--- src/rtl/imem_pkg.sv ---
// Shared definitions for the writable instruction memory and its loader.
package imem_pkg;

   localparam int          IMEM_DEPTH  = 16;
   localparam int          IMEM_ADDR_W = 4;

   // All-zero word decodes as sll r0,r0,0, so cleared memory executes NOPs.
   localparam logic [31:0] INSTR_NOP   = 32'h0000_0000;

   typedef enum logic [1:0] {
      ST_IDLE = 2'd0,
      ST_LOAD = 2'd1,
      ST_DONE = 2'd2
   } state_e;

endpackage

--- src/rtl/imem_ram.sv ---
// DEPTH x 32 instruction store: one synchronous write port, one asynchronous
// read port and a synchronous clear that wins over a write.
module imem_ram
   import imem_pkg::*;
#(
   parameter int DEPTH  = IMEM_DEPTH,
   parameter int ADDR_W = IMEM_ADDR_W
) (
   input  logic              clk_i,
   input  logic              clr_i,
   input  logic              we_i,
   input  logic [ADDR_W-1:0] waddr_i,
   input  logic [31:0]       wdata_i,
   input  logic [ADDR_W-1:0] raddr_i,
   output logic [31:0]       rdata_o
);

   logic [31:0] mem_q [DEPTH];

   // Clear every word, otherwise write the addressed word.
   always_ff @(posedge clk_i) begin
      if (clr_i) begin
         for (int i = 0; i < DEPTH; i++) mem_q[i] <= INSTR_NOP;
      end else if (we_i) begin
         mem_q[waddr_i] <= wdata_i;
      end
   end

   // Read is combinational; a same-cycle write shows up only after the edge.
   assign rdata_o = mem_q[raddr_i];

endmodule

--- src/rtl/imem_loader.sv ---
// Instruction memory with a byte-stream program loader. Bytes arrive on a
// valid/ready stream, are packed big-endian into 32-bit words and written to
// consecutive words starting at 0. The processor fetches combinationally and
// is stalled through busy_o while a load runs.
module imem_loader
   import imem_pkg::*;
#(
   parameter int DEPTH  = IMEM_DEPTH,
   parameter int ADDR_W = IMEM_ADDR_W
) (
   input  logic              clk_i,
   input  logic              rst_n_i,
   input  logic              start_i,
   input  logic [ADDR_W:0]   count_i,
   input  logic [7:0]        in_data_i,
   input  logic              in_valid_i,
   output logic              in_ready_o,
   input  logic [31:0]       index_i,
   output logic [31:0]       instr_o,
   output logic              busy_o,
   output logic              done_o,
   output logic              err_o
);

   localparam logic [ADDR_W:0] DEPTH_C = (ADDR_W+1)'(DEPTH);
   localparam logic [ADDR_W:0] ONE_C   = (ADDR_W+1)'(1);

   state_e            state_q, state_d;
   logic [ADDR_W:0]   cnt_q,   cnt_d;    // words requested by this load
   logic [ADDR_W:0]   wptr_q,  wptr_d;   // next word to write; one bit wider so it can reach DEPTH
   logic [1:0]        byte_q,  byte_d;   // bytes already held in asm_q
   logic [23:0]       asm_q,   asm_d;    // first three bytes of the word being built
   logic              err_q,   err_d;

   logic              count_ok;
   logic              accept;
   logic              ram_we;
   logic [31:0]       ram_wdata;
   logic [31:0]       ram_rdata;

   assign count_ok   = (count_i != '0) && (count_i <= DEPTH_C);

   // Handshake outputs come straight from the state register.
   assign in_ready_o = (state_q == ST_LOAD);
   assign busy_o     = (state_q == ST_LOAD);
   assign done_o     = (state_q == ST_DONE);
   assign err_o      = err_q;
   assign accept     = in_valid_i && in_ready_o;

   // Register all loader state; reset also clears the RAM through clr_i.
   always_ff @(posedge clk_i) begin
      if (!rst_n_i) begin
         state_q <= ST_IDLE;
         cnt_q   <= '0;
         wptr_q  <= '0;
         byte_q  <= '0;
         asm_q   <= '0;
         err_q   <= 1'b0;
      end else begin
         state_q <= state_d;
         cnt_q   <= cnt_d;
         wptr_q  <= wptr_d;
         byte_q  <= byte_d;
         asm_q   <= asm_d;
         err_q   <= err_d;
      end
   end

   // Next-state: start handling, byte assembly and the word write strobe.
   always_comb begin
      state_d   = state_q;
      cnt_d     = cnt_q;
      wptr_d    = wptr_q;
      byte_d    = byte_q;
      asm_d     = asm_q;
      err_d     = 1'b0;
      ram_we    = 1'b0;
      ram_wdata = {asm_q, in_data_i};

      unique case (state_q)
         ST_IDLE, ST_DONE: begin
            if (start_i) begin
               if (count_ok) begin
                  cnt_d   = count_i;
                  wptr_d  = '0;
                  byte_d  = '0;
                  asm_d   = '0;
                  state_d = ST_LOAD;
               end else begin
                  err_d   = 1'b1;
               end
            end
         end
         ST_LOAD: begin
            // start_i is deliberately ignored here.
            if (accept) begin
               if (byte_q == 2'd3) begin
                  // Fourth byte completes the word; write it in full this edge.
                  ram_we = 1'b1;
                  wptr_d = wptr_q + ONE_C;
                  byte_d = '0;
                  asm_d  = '0;
                  if (wptr_q + ONE_C == cnt_q) state_d = ST_DONE;
               end else begin
                  // Shift left so the first byte ends up in bits [31:24].
                  asm_d  = {asm_q[15:0], in_data_i};
                  byte_d = byte_q + 2'd1;
               end
            end
         end
         default: state_d = ST_IDLE;
      endcase
   end

   imem_ram #(
      .DEPTH  (DEPTH),
      .ADDR_W (ADDR_W)
   ) u_ram (
      .clk_i   (clk_i),
      .clr_i   (!rst_n_i),
      .we_i    (ram_we),
      .waddr_i (wptr_q[ADDR_W-1:0]),
      .wdata_i (ram_wdata),
      .raddr_i (index_i[ADDR_W-1:0]),
      .rdata_o (ram_rdata)
   );

   // Indices past the store read as NOP rather than aliasing.
   assign instr_o = (index_i >= 32'(DEPTH)) ? INSTR_NOP : ram_rdata;

endmodule

--- config.mk ---
export PLATFORM = sky130hd
export DESIGN_NAME = imem_loader
export DESIGN_NICKNAME = d
export VERILOG_FILES = /design/src/rtl/imem_pkg.sv /design/src/rtl/imem_ram.sv /design/src/rtl/imem_loader.sv
export SDC_FILE = /design/constraint.sdc
export NUM_CORES = 1
export LEC_CHECK = 0
export ABC_AREA = 1
export CAP_MARGIN = 15
export CELL_PAD_IN_SITES_DETAIL_PLACEMENT = 1
export CELL_PAD_IN_SITES_GLOBAL_PLACEMENT = 2
export CORE_ASPECT_RATIO = 0.8
export CORE_MARGIN = 5
export CORE_UTILIZATION = 40
export DETAILED_ROUTE_END_ITERATION = 10
export DONT_BUFFER_PORTS = 1
export GPL_TIMING_DRIVEN = 0
export PLACE_DENSITY = 0.89
export SETUP_SLACK_MARGIN = 0.05
export SLEW_MARGIN = 20
export SYNTH_ARGS = -nofsm -noshare
export SYNTH_HDL_FRONTEND = slang
export SYNTH_HIERARCHICAL = 1
export SYNTH_SLANG_ARGS = --single-unit
export TNS_END_PERCENT = 30
--- constraint.sdc ---
create_clock -name clk_i -period 3.6 [get_ports clk_i]
set_input_delay 0.54 -clock clk_i [delete_from_list [all_inputs] [get_ports clk_i]]
set_output_delay 0.54 -clock clk_i [all_outputs]
set_load 0.01 [all_outputs]
==> results.md, run 1 <==
- Status: finished clean
- Num CTS Buffers: 58
- Postcts setup bufs: 0
- Sequential area share after synthesis: 60.2%
- Vias: 21,667
- PortBufs: 0
- Max Cap Viol: 0
- Vias in the first global route: 22,181
- CTS Hold Bufs: 0
- Wire length of the first global-routing pass: 137 mm
- Initial antenna violation count: 0
- Synthesis-stage register bit count: 551
- Die X: 300 um
- Wirelength, routed: 93.9 mm
- Aggregate global-route resource usage: 25.2%
- Crit path launch type: flop
- Tmin final: 3470 ps
- Setup violations, final: 0
- Nets@finish: 3,223
- Mapped Area: 26,800 um2
- H-tree Lvls: 2
- IO Pins: 85
- DIE AREA: 72,400 um2
- Max Clk Rate: 0.288 GHz
- Unique masters post-synth: 25
- Design Power: 14.9 mW
- Setup TNS: 0 ps
- Clock Skew: 23.4 ps
- Top post-synthesis cells by area: edfxtp_1, nand2_1, nor2_1
- Max-slew violations: 0
- Worst endpoint data arrival time: 3770 ps
- Initial Util: 40.6%
- Post-DP HPWL: 68.0 mm
- Max transition margin: 24.4%
- Clock transition at path regs: 60 ps
- Core Util, Final: 45.5%
- VDD IR-drop max: 0.394 mV
- Initial drt markers: 1,930
- Clk_lat worst skew: 620 ps
- Die height: 242 um
- Root Buffer: clkbuf_16
- Yosys warning count: 6
- DRC viols: 0
- Clock buffer depth: 3
- Leak: 12.9 nW
- Area Growth Syn to Fin: 12.0%
- Avg WL per Cell: 23.0 um
- DR pass1 iterations: 5
- Grt total ovfl: 0
- Yosys top cell by area: edfxtp_1
- Final period util: 96.3%
- Synth top area share: 57.3%
- Hold Path Class: in2reg
- CP Capture Type: flop
- Core ar.: 66,100 um2
- Syn_nets: 3,148
- Share of cells above drive strength 1: 7.47%
- Power per cell area: 495 nW/um2
- Core Rows: 84
- Final hold vios: 0
- CTS tree: done
- GP Congestion: 0.874
- Measured slew at the worst slew-check pin: 1130 ps
- Cells after Synth: 3,097
- Largest net degree at the start of global routing: 33
- Via-to-Cell Ratio: 5.32
- Syn avg cell area: 8.66 um2
- Critical path class: reg2reg
- RSZ-0062 raised after global routing: true
- Worst-path fanout max: 24
- Critical Path RT: 3900 ps
- Post-DRT Antenna Nets: 0
- Clock sinks: 551
state kept, by name, indices dropped and copies added (netlist names):
register	flops
asm_q	24
byte_q	2
cnt_q	5
err_o	1
state_q	2
u_ram/mem_q	512
wptr_q	5
worst paths after layout:
check / start / to / slack [ps] / cells past startpoint
worst max-delay path: state_q[0] / u_ram/mem_q[9][7] / 130 / 10
worst min-delay path: rst_n_i / cnt_q[4] / 80 / 2
worst max register to register: state_q[0] / u_ram/mem_q[9][7] / 130 / 10
worst min register to register: cnt_q[3] / cnt_q[3] / 480 / 2
through the flow:
step | worst slack (ps) | instances | area [um2] | hold slack, ps
4_1_cts | 42.2 | 4075 | 30000 | 53.0
5_1_grt | -17.1 | 4075 | 30000 | 77.1
2_1_floorplan | 828 | 3097 | 26800 | 444
6_report | 132 | 4076 | 30000 | 83.5
3_5_place_dp | -94.8 | 3972 | 28200 | 473
3_3_place_gp | -790 | 3957 | 27900 | 461
logic make-up after synthesis:
| kind of cell | share of synthesized area (%) |
|---|---|
| AO/OA/AOI/OAI | 0.490 |
| adder cells (fa/ha/maj) | 0.0933 |
| buffers and inverters | 11.4 |
| flip-flops | 60.2 |
| AND/OR/NAND/NOR | 27.8 |
cells in the mapped netlist (all sizes together):
cell and n:
ha 2, nor3b 1, nor3 5, edfxtp 512, nand3 393, dfxtp 39, buf 140, inv 482
nand2 816, nor4 7, nand4 6, a21oi 12, o21ai 11, clkinv 1, clkbuf 60, nor2 609
o211ai 1
final cells by class:
cell class | count | area [um2]
multi-input cells | 1863 | 7690
clock buffers | 80 | 1570
repair buffers | 15 | 299
inverters | 483 | 1810
well taps | 860 | 1080
flip-flops and latches | 551 | 16200
clock inverters | 23 | 210
plain buffers | 200 | 1240
fillers | 7723 | 36100
diodes | 1 | 2.50
layout by cell type, fill, tap and decap left out, drive strengths merged:
cell and n:
nand3 393, dfxtp 39, nor4 7, nand4 6
diode 1, edfxtp 512, nor2 609, nor3 5
buf 155, o21ai 11, clkbuf 140, nor3b 1
o211ai 1, inv 483, clkinv 18, nand2 816
ha 2, bufinv 4, clkinvlp 1, a21oi 12
what timing repair did:
item,4_1_cts,5_1_grt
setup endpoints to repair,95,413
pin swaps,0,0
resized for setup,3,5
worst max-delay path, cell delays in order, from the launching register on:
cell	delay, ps
dfxtp_1	430
inv_2	120
nor2_4	220
inv_2	120
nor2_2	270
nand2_1	230
nor3_2	450
nand2_1	440
buf_6	290
nand2_2	300
buf_12	270
layer usage:
| metal | global-route usage (%) | part of all wire (%) | vias to the layer above |
|---|---|---|---|
| li1 | - | - | 9844 |
| met1 | 34.7 | 43 | 10850 |
| met2 | 40.9 | 46 | 824 |
| met3 | 4.83 | 8.2 | 149 |
| met4 | 7.41 | 3.1 | 0 |
| met5 | 0 | 0 | - |
report_power, final:
| part | switching, mW | total, mW | internal, mW |
|---|---|---|---|
| registers | 0.122 | 7.40 | 7.28 |
| logic | 1.27 | 1.66 | 0.383 |
| clock network | 2.52 | 5.82 | 3.30 |
Note: power is estimated with default switching activity, not from simulation.
==> run 2, diff against run 1 <==
--- a/config.mk
+++ b/config.mk
@@ -11,15 +11,13 @@
 export CELL_PAD_IN_SITES_GLOBAL_PLACEMENT = 2
 export CORE_ASPECT_RATIO = 0.8
 export CORE_MARGIN = 5
-export CORE_UTILIZATION = 40
+export CORE_UTILIZATION = 42
 export DETAILED_ROUTE_END_ITERATION = 10
 export DONT_BUFFER_PORTS = 1
-export GPL_TIMING_DRIVEN = 0
 export PLACE_DENSITY = 0.89
 export SETUP_SLACK_MARGIN = 0.05
 export SLEW_MARGIN = 20
 export SYNTH_ARGS = -nofsm -noshare
 export SYNTH_HDL_FRONTEND = slang
-export SYNTH_HIERARCHICAL = 1
 export SYNTH_SLANG_ARGS = --single-unit
 export TNS_END_PERCENT = 30
==> run 2 against run 1 <==
Compared with the run above:
- clock-buffer cell count decreased by 3
- wire length shrank 12%
- synthesized cell count shrank 19%
- clock power is 2% higher
- clock skew down 10 ps
- sequential share of layout area increased by 5.8 points
- die area fell by 12%
- maximum frequency is 17% higher
- total power fell by 4.1%
- sequential cell count stayed put
- sequential power down 1%
- critical path type is now in2out
- worst setup slack better by 490 ps
- critical endpoint is now instr_o[12]
==> results.md, run 2 <==
- Crit path launch type: input port
- IO Pins: 85
- Clock transition at path regs: 60 ps
- Critical Path RT: 3060 ps
- Most instantiated library cell after synthesis: nor2_1
- Clock Skew: 13.3 ps
- Sequential area share after synthesis: 65.9%
- CTS-repair resized insts: 0
- Asr flop ratio synth: 0%
- Reg2Reg Setup Slack: 980 ps
- Hold Path Class: in2reg
- Worst Hold Depth: 2
- Main synth FF type: edfxtp_1
- VDD IR-drop max: 0.411 mV
- Synth top area share: 62.7%
- Root Buffer: clkbuf_16
- Largest register FFs: 512
- Syn avg cell area: 9.80 um2
- RSZ-0062 raised after global routing: false
- Clock buffer depth: 3
- Share of cells above drive strength 1: 6.56%
- Max transition margin: 22.0%
- Final hold vios: 0
- Initial Util: 42.2%
- Most common cell after layout, fill and taps aside: nor2_1
- Power per cell area: 526 nW/um2
- Initial antenna violation count: 0
- Biggest regs: u_ram.mem_q x512, asm_q x24
- CTS Hold Bufs: 0
- Status: finished clean
- Final period util: 82.6%
- Most frequent cells in the layout: nor2_1, edfxtp_1, nand2_1
- RR Startpoint: wptr_q[0]
- Mapped Area: 24,500 um2
- Die height: 226 um
- PortBufs: 0
- Measured slew at the worst slew-check pin: 1170 ps
- Clock sinks: 551
- Fill cell count: 6,366
- Reg2Reg Depth: 7
- CP Capture Type: output pin
- GP Congestion: 0.809
- Worst endpoint data arrival time: 2430 ps
- Critical path class: in2out
- Synthesis-stage register bit count: 551
- H-tree Lvls: 2
- DRC viols: 0
- Wirelength, routed: 82.3 mm
- Core ar.: 58,000 um2
- Yosys warning count: 0
- Critical path startpoint: index_i[0]
- Tmin final: 2970 ps
- Avg WL per Cell: 25.5 um
- Hold path start: rst_n_i
- Core Rows: 79
- Vias in the first global route: 19,400
- Worst Hold End: cnt_q[2]
- Postcts setup bufs: 0
- Setup violations, final: 0
- Met2 global-route usage: 42.4%
- Top post-synthesis cells by area: edfxtp_1, nor2_1, nand2_1
- Met1 usage: 34.7%
- Busiest grt layer: met2
- Leak: 9.78 nW
- Cells after Synth: 2,502
- Yosys top cell by area: edfxtp_1
- Post-DP HPWL: 45.3 mm
- Post-DRT Antenna Nets: 0
- Area Growth Syn to Fin: 10.7%
- Die X: 280 um
- Max-slew violations: 0
- Syn_nets: 2,556
- Via-to-Cell Ratio: 5.83
- Reg2reg end: u_ram.mem_q[7][8]
- Unique masters post-synth: 28
- Max Clk Rate: 0.336 GHz
- Grt total ovfl: 0
- Num CTS Buffers: 57
- Nets@finish: 2,463
- DIE AREA: 63,300 um2
- Number of synthesized flops with an enable pin: 512
- Wire length of the first global-routing pass: 122 mm
- Register name with the most flops: u_ram.mem_q
- Top post-synthesis cells by count: nor2_1, nand2_1, edfxtp_1, a21oi_1, nand3_1
- Max Cap Viol: 0
- Initial drt markers: 1,949
- Core Util, Final: 46.8%
- Ant diodes: 0
- Vias: 18,787
- CTS tree: done
- DR pass1 iterations: 7
- Clk_lat worst skew: 620 ps
- Setup TNS: 0 ps
- Aggregate global-route resource usage: 25.5%
- Met3 usage: 4.33%
- Largest net degree at the start of global routing: 258
- Worst-path fanout max: 257
==> run 2: stage by stage <==
step / total power [mW] / cells / hold slack [ps] / area (um2) / setup slack [ps]
global route: 14.7 / 3224 / 51.2 / 27100 / 560
detailed placement: 8.48 / 3119 / 464 / 25300 / 752
CTS: 14.3 / 3224 / 37.4 / 27100 / 746
finish: 14.3 / 3224 / 71.1 / 27100 / 625
global placement: 8.43 / 3119 / 459 / 25300 / 822
floorplan: 8.13 / 2502 / 444 / 24500 / 1270
==> run 2: how the worst max path moves through the flow <==
stage / end / slack, ps / depth (start not counted)
finish: instr_o[12] / 630 / 7
global route: instr_o[12] / 560 / 7
CTS: instr_o[12] / 750 / 7
detailed placement: instr_o[12] / 750 / 7
global placement: instr_o[0] / 820 / 7
floorplan: u_ram.mem_q[3][0] / 1270 / 6
==> run 2: worst max-delay path, stage by stage <==
cell     delay, ps
inv_8          400
buf_12         370
buf_4          280
nand2_1         70
a22oi_1        210
a21oi_1        110
nor2_1         290
==> run 2: cell type report <==
| cell class | count | area, um2 | share of cell area, % |
|---|---|---|---|
| clock inverters | 28 | 260 | 0.959 |
| well taps | 769 | 962 | 3.55 |
| repair buffers | 50 | 601 | 2.21 |
| multi-input cells | 1686 | 7350 | 27.1 |
| inverters | 63 | 246 | 0.908 |
| clock buffers | 77 | 1560 | 5.76 |
| flip-flops and latches | 551 | 16200 | 59.5 |
==> run 2: power breakdown <==
group          total [mW]  switching [mW]  internal, mW
Sequential           7.29          0.0794          7.22
Combinational        1.06           0.801         0.258
Clock                5.91            2.52          3.39
Total                14.3            3.40          10.9
==> run 2: logic make-up after synthesis <==
logic type	after synthesis	synth area share [%]
AO/OA/AOI/OAI	333	7.63
XOR/XNOR	1	0.0357
adder cells (fa/ha/maj)	5	0.255
buffers and inverters	265	4.33
flip-flops	551	65.9
AND/OR/NAND/NOR	1347	21.8
==> run 2: per-layer routing <==
metal	part of all wire [%]	wire [um]
met1	42	34600
met4	3.0	2470
met3	7.7	6340
met5	0	0
met2	47	38900
